File: config.mk
export PLATFORM = sky130hd
export DESIGN_NAME = serial_subtractor_flat
export DESIGN_NICKNAME = d
export VERILOG_FILES = /design/src/rtl/alu_pkg.sv /design/src/rtl/serial_subtractor_if.sv /design/src/rtl/full_subtractor.sv /design/src/rtl/serial_subtractor.sv /design/src/flat_wrapper.sv
export SDC_FILE = /design/constraint.sdc
export NUM_CORES = 1
export LEC_CHECK = 0
export BUFFER_PORTS_ARGS = -buffer_cell sky130_fd_sc_hd__buf_2
export CAP_MARGIN = 20
export CORE_MARGIN = 5
export CORE_UTILIZATION = 50
export DETAILED_ROUTE_END_ITERATION = 7
export HOLD_SLACK_MARGIN = 0.08
export PLACE_DENSITY = 0.69
export REMOVE_ABC_BUFFERS = 1
export SYNTH_ARGS = -nofsm -noshare
export SYNTH_HDL_FRONTEND = slang
export SYNTH_SLANG_ARGS = --single-unit
File: constraint.sdc
create_clock -name clk -period 2.1 [get_ports clk]
set_clock_uncertainty 0.1 [all_clocks]
set_input_delay 0.105 -clock clk [delete_from_list [all_inputs] [get_ports clk]]
set_output_delay 0.105 -clock clk [all_outputs]
set_load 0.005 [all_outputs]
File: src/rtl/alu_pkg.sv
// Shared constants and types for the ALU blocks.
// Holds the default datapath width and the sequencer state type.
package alu_pkg;

  localparam int WIDTH = 32;

  typedef enum logic [1:0] {
    IDLE,
    RUN,
    DONE
  } state_e;

endpackage

File: src/rtl/serial_subtractor_if.sv
// Operand/result bundle of the bit-serial subtractor.
// The master side issues operands and start; the slave returns results.
interface serial_subtractor_if
  import alu_pkg::*;
#(
  parameter int width = WIDTH
);

  logic             start;
  logic [width-1:0] A;
  logic [width-1:0] B;
  logic             Bin;
  logic             busy;
  logic             done;
  logic [width-1:0] out;
  logic             Bout;
  logic             overflow;
  logic             zero;
  logic             negative;

  modport master (
    output start, A, B, Bin,
    input  busy, done, out, Bout,
    input  overflow, zero, negative
  );

  modport slave (
    input  start, A, B, Bin,
    output busy, done, out, Bout,
    output overflow, zero, negative
  );

endinterface

File: src/rtl/full_subtractor.sv
// One-bit full subtractor cell: diff = a - b - bin.
// bout is the borrow passed to the next more significant bit.
module full_subtractor (
  input  logic a,
  input  logic b,
  input  logic bin,
  output logic diff,
  output logic bout
);

  assign diff = a ^ b ^ bin;
  assign bout = (~a & b) | (~(a ^ b) & bin);

endmodule

File: src/rtl/serial_subtractor.sv
// Bit-serial subtractor: one bit per clock, LSB first.
// Result and flags are registered when the last bit completes.
module serial_subtractor
  import alu_pkg::*;
#(
  parameter int width = WIDTH
) (
  input  logic            clk,
  input  logic            reset_n,
  serial_subtractor_if.slave io
);

  localparam int CW = $clog2(width);
  localparam logic [CW-1:0] LAST = CW'(width - 1);

  state_e           state_q, state_d;
  logic [CW-1:0]    cnt_q, cnt_d;
  logic [width-1:0] a_q, a_d;
  logic [width-1:0] b_q, b_d;
  logic             brw_q, brw_d;
  logic [width-2:0] acc_q, acc_d;
  logic [width-1:0] out_q, out_d;
  logic             bout_q, bout_d;
  logic             ovf_q, ovf_d;
  logic             zero_q, zero_d;
  logic             neg_q, neg_d;

  logic             diff;
  logic             bout;
  logic [width-1:0] res;
  logic             cap;

  full_subtractor u_fs (
    .a    (a_q[0]),
    .b    (b_q[0]),
    .bin  (brw_q),
    .diff (diff),
    .bout (bout)
  );

  // New bit enters at the top; after width steps res is the full result.
  assign res = {diff, acc_q};
  assign cap = io.start && (state_q != RUN);

  always_comb begin
    state_d = state_q;
    cnt_d   = cnt_q;
    a_d     = a_q;
    b_d     = b_q;
    brw_d   = brw_q;
    acc_d   = acc_q;
    out_d   = out_q;
    bout_d  = bout_q;
    ovf_d   = ovf_q;
    zero_d  = zero_q;
    neg_d   = neg_q;
    unique case (state_q)
      IDLE: ;
      DONE: state_d = IDLE;
      RUN: begin
        a_d   = a_q >> 1;
        b_d   = b_q >> 1;
        brw_d = bout;
        acc_d = res[width-1:1];
        if (cnt_q == LAST) begin
          state_d = DONE;
          out_d   = res;
          bout_d  = bout;
          ovf_d   = (a_q[0] ^ b_q[0]) & (diff ^ a_q[0]);
          zero_d  = (res == '0);
          neg_d   = diff;
        end else begin
          cnt_d = cnt_q + CW'(1);
        end
      end
      default: state_d = IDLE;
    endcase
    if (cap) begin
      state_d = RUN;
      cnt_d   = '0;
      a_d     = io.A;
      b_d     = io.B;
      brw_d   = io.Bin;
      acc_d   = '0;
    end
  end

  always_ff @(posedge clk or negedge reset_n) begin
    if (!reset_n) begin
      state_q <= IDLE;
      cnt_q   <= '0;
      a_q     <= '0;
      b_q     <= '0;
      brw_q   <= 1'b0;
      acc_q   <= '0;
      out_q   <= '0;
      bout_q  <= 1'b0;
      ovf_q   <= 1'b0;
      zero_q  <= 1'b1;
      neg_q   <= 1'b0;
    end else begin
      state_q <= state_d;
      cnt_q   <= cnt_d;
      a_q     <= a_d;
      b_q     <= b_d;
      brw_q   <= brw_d;
      acc_q   <= acc_d;
      out_q   <= out_d;
      bout_q  <= bout_d;
      ovf_q   <= ovf_d;
      zero_q  <= zero_d;
      neg_q   <= neg_d;
    end
  end

  assign io.busy     = (state_q == RUN);
  assign io.done     = (state_q == DONE);
  assign io.out      = out_q;
  assign io.Bout     = bout_q;
  assign io.overflow = ovf_q;
  assign io.zero     = zero_q;
  assign io.negative = neg_q;

endmodule

File: src/flat_wrapper.sv
// flat-port wrapper written by rule: the top's interface ports become plain ports
module serial_subtractor_flat import alu_pkg::*;
#(
  parameter int width = WIDTH
)
  (clk, reset_n, io_start, io_A, io_B, io_Bin, io_busy, io_done, io_out, io_Bout, io_overflow, io_zero, io_negative);
  serial_subtractor_if #(.width(width)) io_i ();
  input  logic clk;
  input  logic reset_n;
  input wire logic [$bits(io_i.start)-1:0] io_start;
  input wire logic [$bits(io_i.A)-1:0] io_A;
  input wire logic [$bits(io_i.B)-1:0] io_B;
  input wire logic [$bits(io_i.Bin)-1:0] io_Bin;
  output wire logic [$bits(io_i.busy)-1:0] io_busy;
  output wire logic [$bits(io_i.done)-1:0] io_done;
  output wire logic [$bits(io_i.out)-1:0] io_out;
  output wire logic [$bits(io_i.Bout)-1:0] io_Bout;
  output wire logic [$bits(io_i.overflow)-1:0] io_overflow;
  output wire logic [$bits(io_i.zero)-1:0] io_zero;
  output wire logic [$bits(io_i.negative)-1:0] io_negative;
  assign io_i.start = io_start;
  assign io_i.A = io_A;
  assign io_i.B = io_B;
  assign io_i.Bin = io_Bin;
  assign io_busy = io_i.busy;
  assign io_done = io_i.done;
  assign io_out = io_i.out;
  assign io_Bout = io_i.Bout;
  assign io_overflow = io_i.overflow;
  assign io_zero = io_i.zero;
  assign io_negative = io_i.negative;
  serial_subtractor #(.width(width)) u_core (.clk(clk), .reset_n(reset_n), .io(io_i));
endmodule
==> impl_results.md <==
- Largest cells by area after synthesis: dfrtp_1 (57%), mux2i_1 (11%), nand2_1 (7.8%)
- Largest family of logic cells by synthesized area: multiplexers
- Die Area: 14420 µm²
- Outcome: complete, no violations
- Worst R2R Setup Slack: 0.07 ns
- Total wire length: 13910 µm
- Hold Fails Final Rpt: 0
- Post-route cell area: 8010 µm²
- XOR/XNOR share of the synthesized area: 0.001446
- Pwr Density: 1278 nW/µm²
- RR Startpoint: u_core.cnt_q[0]$_DFFE_PN0P_
- Number of synthesized register bits: 138
- Vias: 4568
- Via/cell ratio: 5.287
- Layout cell share with drive strength beyond 1: 0.2594
- Crit Path Max Fanout: 20
- Minimum clock period: 2.029 ns
- CP Capture Type: register
- Crit share post-route: 0.9663
- Reg clk slew, reported paths: 0.06 ns
- Fillers: 910
- Worst vdd ir: 0.6816 mV
- Post-synthesis simple-gate area fraction: 0.1380
- Crit path kind: reg2reg
- Slew @ Worst Pin: 0.5655 ns
- CTS Root Cell: clkbuf_16
- Die height: 120.1 µm
- Worst EP required: 2.30 ns
- Horiz. Die Dim: 120.1 µm
- Seq/Total Area, Yosys: 0.5702
- Worst-Skew Late Latency: 0.42 ns
- Yosys top cell area share: 0.5659
- Rows: 40
- Synth Cell Area: 6058 µm²
- Total clock sinks: 138
- Post-synthesis mux area share: 0.1685
- Remaining Overflow, GRT: 0
- Max-slew violations: 0
- Drt drc: 0
- Nets: 776
- FF-to-FF End: u_core.io.out[8]$_DFFE_PN0P_
- Detailed Place HPWL: 8270 µm
- Port Buffers: 105
- Syn Inst Count: 536
- Area of the core: 11960 µm²
- Adder-cell area share of the yosys netlist: 0.009500
- Area grow syn2layout: 32.22%
- Diode count: 0
- Commonest cells after routing, fill and taps aside: dfrtp_1 (137), nand2_1 (126), buf_2 (103), mux2i_1 (66), dlygate4sd3_1 (66)
- Synth area leader: dfrtp_1
- Type of the most critical hold path: in2async
- TritonCTS clock tree: done
- Htree depth: 4
- Routed Antenna Nets: 0
- Max frequency: 492.8 MHz
- Initial Util: 0.5065
- Power, Total: 10.24 mW
- Synth Area in Compound Gates: 0.06506
- Initial antenna violation count: 0
- Total track usage: 0.2023
- Worst Reg2Reg Path Length in Cells: 7
- First-pass GRT wire length: 23150 µm
- Yosys warns: 0
- Avg Inst Size Synth: 11.30 µm²
- CTS buffer count: 17
- Initial DRC count: 290
- I/O pin count: 106
- Gp weighted congestion: 0.7353
- Cell variety after synth: 33
- CP Data Arrival Time: 2.23 ns
- Crit start category: register
- Leak pwr: 4.096 nW
- Vias in the first global route: 4677
- Drt pass-1 iters: 5
- Slew headroom: 0.6230
- Commonest non-fill, non-tap cell in the layout: dfrtp_1
- Clk buf depth: 2
- Setup-failing EPs final: 0
- Setup TNS: 0 ns
- DR WL/cell: 16.09 µm
- Area after DPL: 6691 µm²
- Largest net degree at the start of global routing: 66
- Number of max-cap violations: 0
## final cells by class
type,instances,area [µm²],share of cell area
Sequential cell,138,3455,0.4313
Multi-Input combinational cell,356,2320,0.2896
Timing Repair Buffer,186,1425,0.1779
Clock buffer,20,456.7,0.05701
Tap cell,147,183.9,0.02296
Clock inverter,12,146.4,0.01828
Inverter,5,23.77,0.002968
## repair_timing
item	CTS	global route
hold buffers	66	0
setup endpoints to repair	0	34
setup buffers	0	2
resized for setup	0	1
endpoints found under the hold margin	202	0
## logic make-up after synthesis
logic type               after synthesis
buffers and inverters                 42
AO/OA/AOI/OAI                         75
adder cells (fa/ha/maj)                4
XOR/XNOR                               1
flip-flops                           138
multiplexers                          98
AND/OR/NAND/NOR                      178
## routing by layer
metal  wire, µm  up-vias  GRT usage  share of wire
li1           -     2175          -              -
met1       6019     2232     0.2603           0.43
met2       6911      137     0.3277           0.50
met3        740       24    0.05325          0.053
met4        235        0    0.07874          0.017
met5          0        -          0              0
## report_power, final
group	total (mW)	switching [mW]	internal, mW
sequential	4.46	0.754	3.71
clock	3.03	1.11	1.92
combinational	2.74	1.43	1.31
total	10.2	3.29	6.94
## worst max-delay path, cell delays in order (launching register included)
cell	delay, ns
dfrtp_1	0.41
ha_2	0.21
and3_1	0.18
ha_1	0.24
nand3b_1	0.15
buf_12	0.14
buf_12	0.15
mux2_2	0.34
## cells in the mapped netlist
master / n
dfrtp_1: 137
nand2_1: 126
mux2i_1: 66
o21ai_0: 44
mux2_2: 32
nand3b_1: 32
o21ai_1: 23
buf_6: 12
buf_2: 11
clkbuf_1: 9
nor4_1: 7
inv_1: 4
nor2_1: 4
a22o_1: 3
ha_1: 3
a31oi_1: 2
buf_4: 2
nand2b_1: 2
nand4_1: 2
o31ai_1: 2
a21oi_1: 1
and3_1: 1
and4b_1: 1
buf_1: 1
buf_8: 1
clkbuf_2: 1
dfstp_2: 1
fa_1: 1
inv_6: 1
nor2b_1: 1
nor3b_1: 1
nor4b_1: 1
xor2_1: 1
## worst max-delay path by stage
stage                                             start  depth (start not counted)                            end  slack (ns)
after floorplan             u_core.cnt_q[0]$_DFFE_PN0P_                          6    u_core.cnt_q[1]$_DFFE_PN0P_       -0.68
after global placement      u_core.cnt_q[0]$_DFFE_PN0P_                          6  u_core.io.out[20]$_DFFE_PN0P_        0.08
after detailed placement    u_core.cnt_q[0]$_DFFE_PN0P_                          6  u_core.io.out[28]$_DFFE_PN0P_        0.02
after CTS                   u_core.cnt_q[0]$_DFFE_PN0P_                          6  u_core.io.out[28]$_DFFE_PN0P_       0.003
after global routing      u_core.state_q[1]$_DFFE_PN0P_                          4                        io_busy       -0.02
final                       u_core.cnt_q[0]$_DFFE_PN0P_                          7   u_core.io.out[8]$_DFFE_PN0P_        0.07
## metrics by stage
stage                 util  std cells  worst slack (ns)  hold WS, ns
global route        0.6697        864          -0.02277       0.1520
detailed placement  0.5594        763           0.01657      0.01748
CTS                 0.6651        861          0.003279       0.1253
floorplan                -        499           -0.6846      -0.2906
global placement    0.5594        763           0.08242     0.008079
finish              0.6697        864           0.07087       0.1331
## registers in the layout (all words and copies together), names as in the netlist
| signal | count |
|---|---|
| u_core.io.zero | 1 |
| u_core.io.Bout | 1 |
| u_core.b_q | 32 |
| u_core.brw_q | 1 |
| u_core.io.negative | 1 |
| u_core.io.overflow | 1 |
| u_core.io.out | 31 |
| u_core.a_q | 32 |
| u_core.state_q | 2 |
| u_core.cnt_q | 5 |
| u_core.acc_q | 31 |
Power figures use the tool's default switching activity.
